===== config.mk =====
export PLATFORM = sky130hd
export DESIGN_NAME = regfile_write_arbiter
export DESIGN_NICKNAME = d
export VERILOG_FILES = /design/src/rtl/wb_pkg.sv /design/src/rtl/wb_fifo.sv /design/src/rtl/regfile_write_arbiter.sv
export SDC_FILE = /design/constraint.sdc
export NUM_CORES = 1
export LEC_CHECK = 0
export CORE_ASPECT_RATIO = 1.4
export CORE_UTILIZATION = 31
export DETAILED_ROUTE_END_ITERATION = 6
export PLACE_DENSITY = 0.49
export SYNTH_ARGS = -nofsm -noshare
export SYNTH_HDL_FRONTEND = slang
export SYNTH_SLANG_ARGS = --single-unit

===== constraint.sdc =====
create_clock -name clk -period 3.95 [get_ports clk]
set_input_delay 1.185 -clock clk [delete_from_list [all_inputs] [get_ports clk]]
set_output_delay 1.185 -clock clk [all_outputs]
set_load 0.02 [all_outputs]

===== src/rtl/wb_pkg.sv =====
// Shared types for the register-file write arbiter: widths, FIFO entry layout
// and the per-cycle arbitration selection.
package wb_pkg;
    localparam int REG_ADDR_W = 5;
    localparam int REG_DATA_W = 32;

    typedef struct packed {
        logic                  valid;
        logic [REG_ADDR_W-1:0] rd;
        logic [REG_DATA_W-1:0] data;
    } wb_entry_t;

    typedef enum logic [1:0] {
        WB_NONE,
        WB_ALU,
        WB_DRAIN,
        WB_FORCE
    } wb_sel_t;
endpackage


===== src/rtl/wb_fifo.sv =====
// Load-return circular buffer with squash-by-register and, when WB_FORWARD_EN
// is defined, a two-port newest-valid-match lookup.
module wb_fifo
    import wb_pkg::*;
#(
    parameter int DEPTH = 4
) (
    input  logic                          clk,
    input  logic                          rst_n,
    input  logic                          push,
    input  logic [REG_ADDR_W-1:0]         push_rd,
    input  logic [REG_DATA_W-1:0]         push_data,
    input  logic                          pop,
    input  logic                          squash_en,
    input  logic [REG_ADDR_W-1:0]         squash_rd,
    output logic                          head_valid,
    output logic [REG_ADDR_W-1:0]         head_rd,
    output logic [REG_DATA_W-1:0]         head_data,
    output logic [$clog2(DEPTH):0]        count
`ifdef WB_FORWARD_EN
    ,
    input  logic [REG_ADDR_W-1:0]         lk_rd_1,
    input  logic [REG_ADDR_W-1:0]         lk_rd_2,
    output logic                          lk_hit_1,
    output logic                          lk_hit_2,
    output logic [REG_DATA_W-1:0]         lk_data_1,
    output logic [REG_DATA_W-1:0]         lk_data_2
`endif
);
    localparam int PW = $clog2(DEPTH);
    localparam int CW = PW + 1;

    wb_entry_t       ent [DEPTH];
    logic [PW-1:0]   head_ptr;
    logic [PW-1:0]   tail_ptr;

    assign head_valid = ent[head_ptr].valid;
    assign head_rd    = ent[head_ptr].rd;
    assign head_data  = ent[head_ptr].data;

    always_ff @(posedge clk) begin
        if (!rst_n) begin
            head_ptr <= '0;
            tail_ptr <= '0;
            count    <= '0;
            for (int i = 0; i < DEPTH; i++) ent[i] <= '0;
        end else begin
            // A younger ALU write makes every buffered load to that register stale.
            for (int i = 0; i < DEPTH; i++) begin
                if (squash_en && ent[i].rd == squash_rd) ent[i].valid <= 1'b0;
            end
            if (pop) begin
                ent[head_ptr].valid <= 1'b0;
                head_ptr <= head_ptr + 1'b1;
            end
            if (push) begin
                ent[tail_ptr].valid <= !(squash_en && push_rd == squash_rd);
                ent[tail_ptr].rd    <= push_rd;
                ent[tail_ptr].data  <= push_data;
                tail_ptr <= tail_ptr + 1'b1;
            end
            case ({push, pop})
                2'b10:   count <= count + 1'b1;
                2'b01:   count <= count - 1'b1;
                default: count <= count;
            endcase
        end
    end

`ifdef WB_FORWARD_EN
    logic [PW-1:0] idx;

    // Walk oldest to newest so the last match seen is the newest pending value.
    always_comb begin
        lk_hit_1  = 1'b0;
        lk_hit_2  = 1'b0;
        lk_data_1 = '0;
        lk_data_2 = '0;
        idx       = head_ptr;
        for (int i = 0; i < DEPTH; i++) begin
            idx = head_ptr + PW'(i);
            if (CW'(i) < count && ent[idx].valid) begin
                if (lk_rd_1 != '0 && ent[idx].rd == lk_rd_1) begin
                    lk_hit_1  = 1'b1;
                    lk_data_1 = ent[idx].data;
                end
                if (lk_rd_2 != '0 && ent[idx].rd == lk_rd_2) begin
                    lk_hit_2  = 1'b1;
                    lk_data_2 = ent[idx].data;
                end
            end
        end
    end
`endif
endmodule


===== src/rtl/regfile_write_arbiter.sv =====
// Merges ALU and load-return write-backs into the single register-file write
// port; forwarding lookup is built only when WB_FORWARD_EN is defined.
module regfile_write_arbiter
    import wb_pkg::*;
#(
    parameter int DEPTH        = 4,
    parameter int STARVE_LIMIT = 8
) (
    input  logic                    clk,
    input  logic                    rst_n,
    input  logic                    alu_valid,
    output logic                    alu_ready,
    input  logic [REG_ADDR_W-1:0]   alu_reg,
    input  logic [REG_DATA_W-1:0]   alu_data,
    input  logic                    mem_valid,
    output logic                    mem_ready,
    input  logic [REG_ADDR_W-1:0]   mem_reg,
    input  logic [REG_DATA_W-1:0]   mem_data,
    output logic [REG_ADDR_W-1:0]   write_reg,
    output logic [REG_DATA_W-1:0]   write_data,
    output logic                    regWrite,
    input  logic [REG_ADDR_W-1:0]   chk_reg_1,
    input  logic [REG_ADDR_W-1:0]   chk_reg_2,
    output logic                    chk_hit_1,
    output logic                    chk_hit_2,
    output logic [REG_DATA_W-1:0]   chk_data_1,
    output logic [REG_DATA_W-1:0]   chk_data_2,
    output logic [$clog2(DEPTH):0]  fifo_count
);
    localparam int CW = $clog2(DEPTH) + 1;
    localparam int SW = $clog2(STARVE_LIMIT + 1);

    // Handshake: a transfer happens at a rising edge where valid && ready;
    // the sender holds reg/data while valid && !ready. Register 0 transfers
    // complete but are dropped.
    wb_sel_t               sel;
    logic [SW-1:0]         starve_cnt;
    logic                  fifo_empty;
    logic                  push;
    logic                  pop;
    logic                  head_valid;
    logic [REG_ADDR_W-1:0] head_rd;
    logic [REG_DATA_W-1:0] head_data;

    assign fifo_empty = (fifo_count == '0);
    assign mem_ready  = (fifo_count < CW'(DEPTH));
    assign alu_ready  = (sel != WB_FORCE);
    assign push       = mem_valid && mem_ready && (mem_reg != '0);
    assign pop        = (sel == WB_FORCE) || (sel == WB_DRAIN);

    always_comb begin
        sel = WB_NONE;
        if (starve_cnt == SW'(STARVE_LIMIT) && !fifo_empty) sel = WB_FORCE;
        else if (alu_valid && alu_reg != '0)                sel = WB_ALU;
        else if (!fifo_empty)                               sel = WB_DRAIN;
    end

    wb_fifo #(.DEPTH(DEPTH)) u_fifo (
        .clk        (clk),
        .rst_n      (rst_n),
        .push       (push),
        .push_rd    (mem_reg),
        .push_data  (mem_data),
        .pop        (pop),
        .squash_en  (sel == WB_ALU),
        .squash_rd  (alu_reg),
        .head_valid (head_valid),
        .head_rd    (head_rd),
        .head_data  (head_data),
        .count      (fifo_count)
`ifdef WB_FORWARD_EN
        ,
        .lk_rd_1    (chk_reg_1),
        .lk_rd_2    (chk_reg_2),
        .lk_hit_1   (chk_hit_1),
        .lk_hit_2   (chk_hit_2),
        .lk_data_1  (chk_data_1),
        .lk_data_2  (chk_data_2)
`endif
    );

`ifndef WB_FORWARD_EN
    logic unused_chk;
    assign unused_chk = ^{chk_reg_1, chk_reg_2};
    assign chk_hit_1  = 1'b0;
    assign chk_hit_2  = 1'b0;
    assign chk_data_1 = '0;
    assign chk_data_2 = '0;
`endif

    always_ff @(posedge clk) begin
        if (!rst_n) begin
            regWrite   <= 1'b0;
            write_reg  <= '0;
            write_data <= '0;
            starve_cnt <= '0;
        end else begin
            regWrite <= 1'b0;
            case (sel)
                WB_ALU: begin
                    regWrite   <= 1'b1;
                    write_reg  <= alu_reg;
                    write_data <= alu_data;
                    if (fifo_empty)                            starve_cnt <= '0;
                    else if (starve_cnt != SW'(STARVE_LIMIT))  starve_cnt <= starve_cnt + 1'b1;
                end
                WB_FORCE, WB_DRAIN: begin
                    // A squashed head leaves the FIFO without touching the register file.
                    if (head_valid) begin
                        regWrite   <= 1'b1;
                        write_reg  <= head_rd;
                        write_data <= head_data;
                    end
                    starve_cnt <= '0;
                end
                default: starve_cnt <= '0;
            endcase
        end
    end
endmodule


== Yosys cells after proc, flatten, opt, wreduce, memory -nomap -nowiden ==
Memory sizes are Yosys's and may differ from the RTL's. A register that Yosys moved wholly into a read port is not among the register bits.
Cells that the tools add are included.

* Add/sub/neg operators: 5
* Magnitude comparators: 1
* Eq/ne operators: 14
* Mux-type cells: 38
* Bitwise logic cells: 6
* Reductions and logical operators: 21

{| class="wikitable"
|+ Operators with widths
! kind !! number
|-
| 32-bit case mux with 2 select lines || 1
|-
| 38-bit 2-to-1 mux || 1
|-
| 38-bit OR reduction || 1
|-
| 32-bit 2-to-1 mux || 1
|-
| 5-bit equality test || 5
|-
| 1-bit 2-to-1 mux || 24
|-
| 2-bit 2-to-1 mux || 7
|-
| 5-bit case mux with 2 select lines || 1
|-
| 5-bit nonzero test || 2
|-
| 1-bit logical AND || 9
|-
| 2-bit equality test (second input constant) || 3
|-
| 3-bit case mux with 2 select lines || 1
|-
| 5-bit 2-to-1 mux || 1
|-
| 2-bit by 1-bit adder with 2-bit output (second input constant) || 2
|-
| 4-bit by 1-bit adder with 4-bit output (second input constant) || 1
|-
| 2-bit by 1-bit equality test with 1-bit output (second input constant) || 2
|-
| 4-bit equality test (second input constant) || 1
|-
| 2-bit inequality test (second input constant) || 2
|-
| 4-bit inequality test (second input constant) || 1
|-
| 1-bit bitwise OR || 4
|-
| 2-bit nonzero test || 2
|-
| 3-bit by 1-bit adder with 3-bit output (second input constant) || 1
|-
| 3-bit zero test || 1
|-
| 3-bit less-than comparator (second input constant) || 1
|-
| other kinds (8) || 10
|}

* Flip-flop bits (word level): 49
* Bits in writable memories: 152
* Input bits: 88
* Output and inout bits: 109
* Word-level logic and storage cells: 93
* Memories: 1

{| class="wikitable"
|+ Memories
! name !! words !! bits a word !! rd ports !! clocked after memory_dff !! write ports !! RTL line !! source
|-
| u_fifo.ent || 4 || 38 || 5 || 1 || 5 || wb_fifo.sv:33 || <nowiki>wb_entry_t ent [DEPTH];</nowiki>
|}

== Depth between registers and ports, before layout ==
* Word-level depth: 11
* Mapped depth: 13
* Mapped depth without buffers: 10

== By module ==
A second synthesis with hierarchy kept.

* Cells, all modules: 825
* Area total of the unflattened synthesis: 10,387.5 µm²

{| class="wikitable"
|+ Modules (own cells, without submodules)
! module !! instances !! cells an instance !! area each (µm²) !! sequential area each (µm²)
|-
| wb_fifo || 1 || 475 || 7,440.9 || 4,744.6
|-
| regfile_write_arbiter || 1 || 350 || 2,946.6 || 840.8
|}

== Least setup slack after synthesis ==
OpenSTA, ideal clock, no wires.

* Path type: input port to flip-flop
* From: input alu_reg[3]
* To: register u_fifo.count[2]
* Library setup time: 0.074 ns
* Data arrival time: 3.634 ns
* Data required time: 3.876 ns
* Path slack: 0.242 ns
* Stages: 12
* Path buffers: 3
* Cells stage by stage: buf_4 or4_4 o21ai_4 o21a_1 buf_6 buf_12 ha_1 inv_1 fa_1 xor2_1 or3_1 a21oi_1

* Longest elaborated chain between the ends: 8
* Elaborated cells on any way between the ends: 11
* Those cells by class: 4 x eq/ne; 3 x mux; 4 x reduce/logical

{| class="wikitable"
|+ Ends and longest elaborated chain
! what !! RTL line !! source
|-
| from (decl) || regfile_write_arbiter.sv:13 || <nowiki>input logic [REG_ADDR_W-1:0] alu_reg,</nowiki>
|-
| 5-bit nonzero test (*) || regfile_write_arbiter.sv:54 || <nowiki>else if (alu_valid && alu_reg != '0) sel = WB_ALU;</nowiki>
|-
| 1-bit logical AND (*) || regfile_write_arbiter.sv:54 ||
|-
| 2-bit 2-to-1 mux (*) || regfile_write_arbiter.sv:54 ||
|-
| 2-bit 2-to-1 mux (*) || regfile_write_arbiter.sv:53 || <nowiki>if (starve_cnt == SW'(STARVE_LIMIT) && !fifo_empty) sel = WB_FORCE;</nowiki>
|-
| 2-bit equality test || regfile_write_arbiter.sv:49 || <nowiki>assign pop = (sel == WB_FORCE) || (sel == WB_DRAIN);</nowiki>
|-
| 1-bit logical OR (*) || regfile_write_arbiter.sv:49 ||
|-
| 2-bit by 1-bit equality test with 1-bit output or 2-bit equality test (tied branches) || wb_fifo.sv:62 || <nowiki>case ({push, pop})</nowiki>
|-
| 3-bit case mux with 2 select lines or 2-bit nonzero test (tied branches) || - ||
|-
| to (signal assigned) || wb_fifo.sv:63 || <nowiki>2'b10: count <= count + 1'b1;</nowiki>
|-
| to (signal assigned) || wb_fifo.sv:64 || <nowiki>2'b01: count <= count - 1'b1;</nowiki>
|-
| to (signal assigned) || wb_fifo.sv:65 || <nowiki>default: count <= count;</nowiki>
|-
| to (decl) || wb_fifo.sv:19 || <nowiki>output logic [$clog2(DEPTH):0] count</nowiki>
|}

Every way passes the cells marked *; elsewhere a longest branch is shown, timed or not.
A chain may end at the register's enable or synchronous reset.

== Final worst setup path ==
* From: register u_fifo.count[2]
* To: output alu_ready

* Longest elaborated chain between the ends: 5
* Elaborated cells on any way between the ends: 7
* Those cells by class: 1 x eq/ne; 3 x mux; 3 x reduce/logical

{| class="wikitable"
|+ Ends and longest elaborated chain
! what !! RTL line !! source
|-
| 3-bit zero test (*) || regfile_write_arbiter.sv:45 || <nowiki>assign fifo_empty = (fifo_count == '0);</nowiki>
|-
| 2-bit 2-to-1 mux or 1-bit zero test (tied branches) || - ||
|-
| 2-bit 2-to-1 mux or 1-bit logical AND (tied branches) || regfile_write_arbiter.sv:54, regfile_write_arbiter.sv:53 ||
|-
| 2-bit 2-to-1 mux (*) || regfile_write_arbiter.sv:53 ||
|-
| 2-bit inequality test (*) || regfile_write_arbiter.sv:47 || <nowiki>assign alu_ready = (sel != WB_FORCE);</nowiki>
|-
| to (decl) || regfile_write_arbiter.sv:12 || <nowiki>output logic alu_ready,</nowiki>
|}

Marked as above.

==> metrics.md <==
| Metric | Value |
|---|---|
| Status | `finished, final reports clean` |
| WHS Endpoint | `write_data[21]` |
| Synth Flop Type | `edfxtp_1` |
| Fmax | `0.286 GHz` |
| Iter 0 DRT Violations | `206` |
| Worst r2r path cells | `6` |
| Pwr Density | `558 nW/µm²` |
| Required @ worst endpoint | `2.76 ns` |
| Max reg flops | `152` |
| Period utilization | `88.5%` |
| Layout area overhead | `22.2%` |
| Post-synth top area cell | `edfxtp_1` |
| Post-CTS resize count | `0` |
| Worst setup SP type | `register` |
| Slew @ Worst Pin | `0.831 ns` |
| Via density | `4.46` |
| Hold-fix buffers, CTS | `0` |
| Post-DRT Antenna Nets | `0` |
| Initial Util | `31.5%` |
| Worst slack, placed | `0.133 ns` |
| Largest net degree at the start of global routing | `45` |
| Multi-input combinational cell area | `3760 µm²` |
| TritonCTS Sinks | `203` |
| Syn_area_per_cell | `14.4 µm²` |
| Simple-gate share of the synthesized area | `12.1%` |
| Top cells by area, synth | `edfxtp_1 46%, dfxtp_1 10%, and2_1 9.4%` |
| RePlAce Congestion | `0.734` |
| Slew Viols, Final | `0` |
| Ant diodes | `0` |
| Post-DR wirelength/cell | `18.7 µm` |
| I/O pin cnt | `197` |
| Layout Nets | `928` |
| Sequential fraction of the synthesis area | `56.3%` |
| Gate count after technology mapping | `691` |
| Root buffer cell | `clkbuf_16` |
| CTS Buf Count | `22` |
| DP HPWL | `14.8 mm` |
| Detailed-router iteration count before antenna repair | `4` |
| Num rows | `77` |
| Final hold slack | `0.463 ns` |
| Register area | `5590 µm²` |
| WS Path Type | `register to output port` |
| Fillers | `2976` |
| Vias in the first global route | `5754` |
| Number of synthesized register bits | `203` |
| R2r startpoint | `u_fifo.count[2]` |
| Hold wc startpoint | `write_data[21]` |
| Die X | `153 µm` |
| Distinct cells, synth | `40` |
| Peak supply drop | `0.231 mV` |
| I/O Buffers | `120` |
| First-pass GRT wire length | `34.8 mm` |
| Worst hold stages | `1` |
| Final Hold Violating Endpoints | `0` |
| Core area | `31500 µm²` |
| Final setup viols | `0` |
| Worst Skew | `0.0135 ns` |
| Initial antenna violation count | `0` |
| Multiplexer share of the synthesized area | `12.4%` |
| Hold WC Path Type | `register to register` |
| Tot GR Track Use | `14.3%` |
| RR Endpoint | `u_fifo.ent[1][37]` |
| Die area | `32700 µm²` |
| Ys async rst share | `0%` |
| Largest family of logic cells by synthesized area | `multiplexers` |
| Setup bufs post-CTS | `0` |
| Worst slew margin | `44.6%` |
| YS warnings | `0` |
| Final setup margin | `0.453 ns` |
| Worst-Skew Late Latency | `0.51 ns` |
| RSZ-0062 raised after global routing | `no` |
| Kind of end point of the critical path | `output port` |
| Complex-gate fraction of the synthesized area | `6.38%` |
| XOR/XNOR Fraction of Synth Area | `2.74%` |
| Clock buffer depth | `3` |
| Clock transition at path regs | `0.06 ns` |
| Post-synth top area share | `46.0%` |
| Via count | `5526` |
| Max Cap Viol | `0` |
| Post-layout min period | `3.50 ns` |
| Post-Synth Adder-Cell Area | `1.59%` |
| EDFF count, synth | `152` |
| Die H | `214 µm` |
| Leak | `0.00447 µW` |
| Finished Core Util | `38.5%` |
| Drt drc | `0` |
| Final std cells w/o fill | `1239` |
| Total grt overflow | `0` |
| Post-Syn Area | `9920 µm²` |
| Critical Path AT | `2.31 ns` |
| TritonCTS clock tree | `built` |
| Inst Count DP | `1199` |
| Setup TNS | `0 ns` |
| WL final | `23.2 mm` |
| H-tree depth | `1` |
| CP Max Fanout | `5` |
| R2R setup slack | `1.63 ns` |
| Share of layout cells above drive strength 1 | `18.4%` |
-- cells in the final DEF (no fill, tap or decap), types with 23 or more instances in the layout --
cell,instances
o2bb2ai_2,33
edfxtp_1,152
and2_1,149
dfxtp_1,49
buf_4,35
mux4_2,38
clkbuf_16,23
mux2i_1,37
clkdlybuf4s50_1,120
conb_1,66
-- metrics by stage --
stage	total power (µW)	cell area, µm²
after floorplan	4200	10200
after global placement	4800	11400
after detailed placement	4810	11400
after CTS	6890	12100
after global routing	7080	12100
final	6760	12100
-- cells by family after synthesis --
logic type	Yosys count
simple gates	196
xor+xnor	31
compound gates	50
flops	203
mux	75
buf+inv	123
fa+ha+maj	12
other cells	1
-- final cells by class --
class	instances	share of cell area, %
sequential	203	46.1
clock inverter	8	0.733
timing repair buffer	157	12.4
clock buffer	32	5.11
tap	395	4.08
inverter	14	0.434
multi-input combinational	430	31.1
-- per-layer routing --
metal,vias up,routed length (µm),track usage [%]
met5,-,0,0
met1,2720,9360,16.6
li1,2631,-,-
met2,149,12500,27.4
met4,0,429,4.67
met3,26,842,1.56
-- critical path: stages (launching register included) --
cell	delay [ns]
dfxtp_1	0.38
or3_1	0.49
and2_1	0.20
inv_1	0.11
clkdlybuf4s50_1	0.62
-- cells in the mapped netlist, types with 11 or more instances --
master	number
edfxtp_1	152
and2_1	149
buf_4	74
dfxtp_1	51
mux4_2	38
mux2i_1	37
o2bb2ai_2	33
clkbuf_1	22
xnor2_1	18
inv_1	13
xor2_1	13
ha_1	11
-- report_power, final --
part,switching (µW),internal [µW]
registers,245,2600
logic,946,920
clock network,831,1220
total,2020,4740
-- worst max-delay path by stage --
stage,start,endpoint,slack [ns]
floorplan,alu_reg[3],u_fifo.count[2],0.24
global placement,alu_reg[1],u_fifo.count[2],0.15
detailed placement,alu_reg[1],u_fifo.count[2],0.13
CTS,starve_cnt[0],alu_ready,0.44
global route,u_fifo.count[2],alu_ready,0.38
finish,u_fifo.count[2],alu_ready,0.45
Power figures use the tool's default switching activity.
